<file path="config.mk">
export PLATFORM = sky130hd
export DESIGN_NAME = shift_arbiter
export DESIGN_NICKNAME = d
export VERILOG_FILES = /design/src/rtl/shift_arbiter.sv
export SDC_FILE = /design/constraint.sdc
export NUM_CORES = 1
export LEC_CHECK = 0
export BUFFER_PORTS_ARGS = -buffer_cell sky130_fd_sc_hd__buf_2
export CAP_MARGIN = 20
export CORE_MARGIN = 2
export CORE_UTILIZATION = 53
export DETAILED_ROUTE_END_ITERATION = 10
export PLACE_DENSITY_LB_ADDON = 0.15
export SLEW_MARGIN = 20
export SYNTH_ARGS = -nofsm -noshare
export SYNTH_HDL_FRONTEND = slang
export SYNTH_SLANG_ARGS = --single-unit
</file>
<file path="constraint.sdc">
create_clock -name clk -period 2 [get_ports clk]
set_input_delay 0.2 -clock clk [delete_from_list [all_inputs] [get_ports clk]]
set_output_delay 0.2 -clock clk [all_outputs]
set_load 0.03 [all_outputs]
</file>
<file path="src/rtl/shift_arbiter.sv">
// shift_arbiter
//
// Shares a single barrel shifter between two requesters. A round-robin
// arbiter picks one request per cycle, the shared shifter computes the
// result from the granted requester's operands, and the result is captured
// in a one-entry output register that drains under its own valid/ready
// handshake. A drain and a new accept may happen on the same edge, so the
// block sustains one shift per cycle.
//
// Ports:
//   clk                 system clock, rising edge
//   rst                 asynchronous active-high reset
//   req0_valid/ready    requester 0 handshake
//   req0_in/cnt/op      requester 0 operand, shift count, op code
//   req1_*              same as requester 0, for requester 1
//   res_valid/ready     result handshake toward the consumer
//   res_out             shift result
//   res_id              requester that produced res_out
//
// Op codes: 0 rotate left, 1 shift left logical, 2 shift right arithmetic,
//           3 shift right logical. A count of 0 passes the operand through.

module shift_arbiter #(
  parameter int N = 16,
  parameter int C = 4,
  parameter int O = 2
) (
  input  logic         clk,
  input  logic         rst,
  input  logic         req0_valid,
  output logic         req0_ready,
  input  logic [N-1:0] req0_in,
  input  logic [C-1:0] req0_cnt,
  input  logic [O-1:0] req0_op,
  input  logic         req1_valid,
  output logic         req1_ready,
  input  logic [N-1:0] req1_in,
  input  logic [C-1:0] req1_cnt,
  input  logic [O-1:0] req1_op,
  output logic         res_valid,
  input  logic         res_ready,
  output logic [N-1:0] res_out,
  output logic         res_id
);

  localparam logic [O-1:0] opRol = O'(0);
  localparam logic [O-1:0] opSll = O'(1);
  localparam logic [O-1:0] opSra = O'(2);
  localparam logic [O-1:0] opSrl = O'(3);

  logic         prio;
  logic         anyValid;
  logic         grantId;
  logic         canAccept;
  logic         accept;
  logic [N-1:0] selIn;
  logic [C-1:0] selCnt;
  logic [O-1:0] selOp;
  logic [N-1:0] shifted;

  // Grant: a lone requester wins outright; on a tie the priority pointer
  // decides. The output slot can take a new result when it is empty or is
  // being drained this same cycle. Readys are forced low during reset.
  always_comb begin
    anyValid   = req0_valid | req1_valid;
    grantId    = (req0_valid && req1_valid) ? prio : req1_valid;
    canAccept  = !res_valid || res_ready;
    accept     = anyValid && canAccept && !rst;
    req0_ready = accept && !grantId;
    req1_ready = accept && grantId;
  end

  // Shared shifter, fed from whichever requester holds the grant.
  // For rotate, a zero count makes the right-shift term shift by N,
  // which yields zero and leaves the operand unchanged.
  always_comb begin
    selIn   = grantId ? req1_in  : req0_in;
    selCnt  = grantId ? req1_cnt : req0_cnt;
    selOp   = grantId ? req1_op  : req0_op;
    shifted = selIn;
    case (selOp)
      opRol:   shifted = (selIn << selCnt) | (selIn >> (N - int'(selCnt)));
      opSll:   shifted = selIn << selCnt;
      opSra:   shifted = N'($signed(selIn) >>> selCnt);
      opSrl:   shifted = selIn >> selCnt;
      default: shifted = selIn;
    endcase
  end

  // Output register and priority pointer. An accept always loads the slot
  // (replacing a result drained on the same edge) and hands the next tie
  // to the other requester. Without an accept, a completed drain just
  // clears valid; data and id keep their last values. Under backpressure
  // nothing here changes because accept is low.
  always_ff @(posedge clk or posedge rst) begin
    if (rst) begin
      res_valid <= 1'b0;
      res_out   <= '0;
      res_id    <= 1'b0;
      prio      <= 1'b0;
    end else if (accept) begin
      res_valid <= 1'b1;
      res_out   <= shifted;
      res_id    <= grantId;
      prio      <= ~grantId;
    end else if (res_ready) begin
      res_valid <= 1'b0;
    end
  end

endmodule

</file>
Word-level counts from Yosys, hierarchy flattened
Cells that the tools add are included.

operators by class
  shift-type cells = 4
  reduce and logical (&&, ||, !) cells = 11
  bitwise logic cells = 3
  equality and inequality tests = 3
  muxes and demuxes = 7
  $add $sub $neg = 1

operators with widths
  operator                                         count
  one-hot mux 16 bit (4 select lines)              1
  right shift 16 x 32 -> 16 bit                    1
  two-way mux 16 bit                               1
  OR 16 bit                                        1
  left shift 16 x 4 -> 16 bit                      1
  right shift 16 x 4 -> 16 bit                     1
  >>> shifter 16 x 4 -> 16 bit                     1
  subtractor 5 x 4 -> 6 bit, first input constant  1
  logical AND 1 bit                                5
  == test 2 bit, second input constant             2
  two-way mux 4 bit                                1
  zero test 1 bit                                  3
  two-way mux 1 bit                                3
  == test 2 x 1 -> 1 bit, second input constant    1
  zero test 2 bit                                  1
  two-way mux 2 bit                                1
  nonzero test 2 bit                               1
  logical OR 1 bit                                 1
  NOT 1 bit                                        1
  OR 1 bit                                         1

storage, ports and cells
  logic and storage cells = 33
  bits in registers = 19
  output and inout bits = 20

Longest topological paths before layout
  word-level depth = 7
  depth in mapped cells = 10

Least setup slack after synthesis
No wires, ideal clock.

  path kind = register to register
  start point = register prio
  end point = register res_out[2]
  data required time = 1.912 ns
  cell stages (with the launch flop) = 9
  arrival time = 2.073 ns
  period minus slack after synthesis = 2.162 ns
  path slack = -0.162 ns
  cells stage by stage = dfrtp_1 > nand2b_2 > buf_4 > a211oi_2 > a21o_1 > mux2i_1 > nor2_1 > or3b_1 > a41oi_1

on the way
  cells in the longest elaborated chain, start to end = 6
  elaborated cells on any way between the ends = 15
  those cells by class = 1 x add/sub; 3 x eq/ne; 4 x shift; 5 x mux; 1 x bitwise; 1 x reduce/logical

ends and longest elaborated chain
  item                                   RTL line  source
  start, declared                        51        logic prio;
  start signal, assigned                 105       prio <= ~grantId;
  two-way mux 1 bit *                    66        grantId = (req0_valid && req1_valid) ? prio : req1_valid;
  two-way mux 4 bit                      78        selCnt = grantId ? req1_cnt : req0_cnt;
  subtractor 5 x 4 -> 6 bit              82        opRol: shifted = (selIn << selCnt) | (selIn >> (N - int'(selCnt)));
  right shift 16 x 32 -> 16 bit          82
  OR 16 bit                              82
  one-hot mux 16 bit (4 select lines) *  81        case (selOp)
  end signal, assigned                   103       res_out <= shifted;
  end, declared                          42        output logic [N-1:0] res_out,

Mark *: on every way between the ends. The rest lies on a longest branch, timed or not.
A chain may end at the register's enable or synchronous reset.

Worst setup path after layout
  start point = register prio
  end point = register res_out[1]

Same word-level chain as after synthesis.

==> results.ini <==
[placed_design]
port_buffers=68
dp_hpwl_mm=13.9
gp_congestion=1.03

[status]
violations=setup timing
status=finished, violations left

[setup_path]
worst-path-max-fanout=7
worstPathArrival_ps=2460
worstPathCellList=buf_4 -> nor2b_4 -> nor2_1 -> buf_4 -> a21o_4 -> buf_4 -> mux2i_1 -> mux2i_1 -> o22ai_2 -> o32a_1
crit_type=reg2reg
critical_path.max_stage_delay_ps=410
crit_slowest_cell=dfrtp_2
crit_required_ps=2140
worstSetupEndpointType=flop
crit_path_start_kind=flop
critPathMostFrequentCell=buf_4

[synthesis]
synthCells=518
postSynth.asyncResetShare=1.00
syn_nets=567
synth_area_leader_cell=mux2i_1
synthTopCellsByArea=mux2i_1, dfrtp_1, mux4_2, mux2_2, a21oi_1
yosysWarnings=0
ys_seq_elements=19
yosysSeqAreaShare=0.117
avgSynthCellArea_sq_um=7.84
synth_edf_count=0
ys.flop_type=dfrtp_1
synth_cell_type_count=80
synthesis.area_sq_um=4060
synth_top_cell_area_share=0.133

[finish]
antennaDiodeCount=0
post-route-util=0.877
mostFrequentLayoutCells=buf_4, buf_2, mux2i_1, nor2_1
drive_gt1_frac=0.533
area_growth_pct=58.3
fin_nets=789
final_common_cell=buf_4

[sta]
report.final.slew_viol_count=0
setup_ws_ps=-319
rsz0062_at_grt=true
hold_violations=0
timing.hold.ws_ps=228
setup_viol=16
period_minus_slack_ps=2320
fin_worst_skew_ps=3.61
fmax_mhz=431
worst-slew-pin-transition_ps=543
max_slew_margin=0.634
timing.final.crit_share=1.16

[hold_path]
hp-class=in2reg

[detailed_routing]
postRouteAntennaNets=0
dr.first_iter.drc_count=730
first_pass_iters=6
wl_mm=20.2
routed-via-count=6181
routedWlPerCell_um=24.1
via_per_inst=7.38
drcViolationCount=0

[pwr]
power_frac_seq=0.150
p_comb_frac=0.774
p_per_area_nw_per_um2=565
vdd_drop_max_mv=0.426
p_leak_uw=0.00281
p_int_uw=1870
p_clk_frac=0.076
switchingPower_uw=1760
p_sw_frac=0.485

[grt]
grt_first_pass_wirelength_mm=29.6
antenna_found_initial=0
grt_start_max_net_pins=26
track_usage=0.443
grt_pass1_vias=5723
overflow=0

[clock_network]
cts_inserted_buffers=3
cts_buffer_depth=2
htree_levels=1
cts.sinks=19
clkTransAtPathRegs_ps=70
cts_tree=yes
root_buffer=clkbuf_8
worstSkewPairLatency_ps=260

[floorplan]
die_y_um=91.5
die_area_sq_um=8370
fp.dieW_um=91.5
ioPinCount=69
coreArea_sq_um=7330
initial_core_util=0.554
num_rows=31

[flow_run]
cap_viol_max_count=0

[power by group through the flow]
stage	Sequential, uW	Clock [uW]	Combinational [uW]
floorplan	727	0	1140
global placement	537	0	2280
detailed placement	542	0	2320
CTS	536	281	2550
global route	550	296	2910
finish	543	276	2810
[sequential cells by signal, indices dropped and copies added (netlist names)]
name	flops
prio	1
res_valid	1
res_out	16
res_id	1
[per-stage QoR]
step | std cells | power, uW | instance area, sq um | setup TNS (ps) | setup slack, ps
after floorplan | 518 | 1870 | 4100 | -9.47 | -9.45
after global placement | 809 | 2820 | 5720 | -4630 | -422
after detailed placement | 809 | 2860 | 5720 | -5290 | -462
after CTS | 829 | 3360 | 6220 | -2600 | -269
after global routing | 838 | 3760 | 6430 | -4700 | -437
final | 838 | 3630 | 6430 | -3570 | -319
[synthesized netlist by cell type (all sizes together), types with 13 or more instances]
| cell | n |
|---|---|
| a21oi | 37 |
| buf | 32 |
| clkbuf | 18 |
| dfrtp | 19 |
| mux2 | 19 |
| mux2i | 54 |
| nand2 | 32 |
| nand3 | 21 |
| nor2 | 33 |
| nor3 | 20 |
| o211ai | 13 |
| o21ai | 48 |
[logic make-up after synthesis]
family | share of synthesized area
and+or+nand+nor | 0.187
AOI/OAI and AO/OA | 0.365
buffers and inverters | 0.0774
xor gates and xnor gates | 0.00647
DFF | 0.117
muxes | 0.247
[routing by layer]
layer | global-route usage | wire, um | vias up
met1 | 0.541 | 7020 | 2856
met5 | 0 | 0 | -
met4 | 0.210 | 1430 | 0
met2 | 0.732 | 9020 | 627
met3 | 0.102 | 2770 | 181
li1 | - | - | 2517
[worst max-delay path, delay by kind of cell, from the launching register on]
kind	cells	cell delay (ps)
buffers and inverters	3	490
DFF	1	410
and+or+nand+nor	2	250
muxes	2	330
AOI/OAI and AO/OA	3	720
[path summary, 6_finish.rpt]
check / startpoint / endpoint / slack [ps] / depth (start not counted)
worst max-delay path: prio / res_out[1] / -320 / 10
worst min-delay path: res_ready / res_valid / 230 / 3
worst max register to register: prio / res_out[1] / -320 / 10
worst min register to register: res_id / res_id / 490 / 1
max in group asynchronous: rst / prio / 1230 / 4
min in group asynchronous: rst / res_out[10] / 530 / 4
[area by class of cell]
cell class	instances	area (sq um)
clock buffers	4	45.0
fillers	404	905
inverters	5	18.8
multi-input cells	445	3710
flip-flops and latches	19	477
well taps	99	124
repair buffers	266	2050
[repair_timing]
action,CTS,global route
hold buffers,1,0
endpoints found under the hold margin,19,0
pin swaps,19,19
setup buffers,15,8
gates cloned,1,1
setup endpoints to repair,16,16
gates resized for setup,76,30
(Power assumes the default switching activity.)
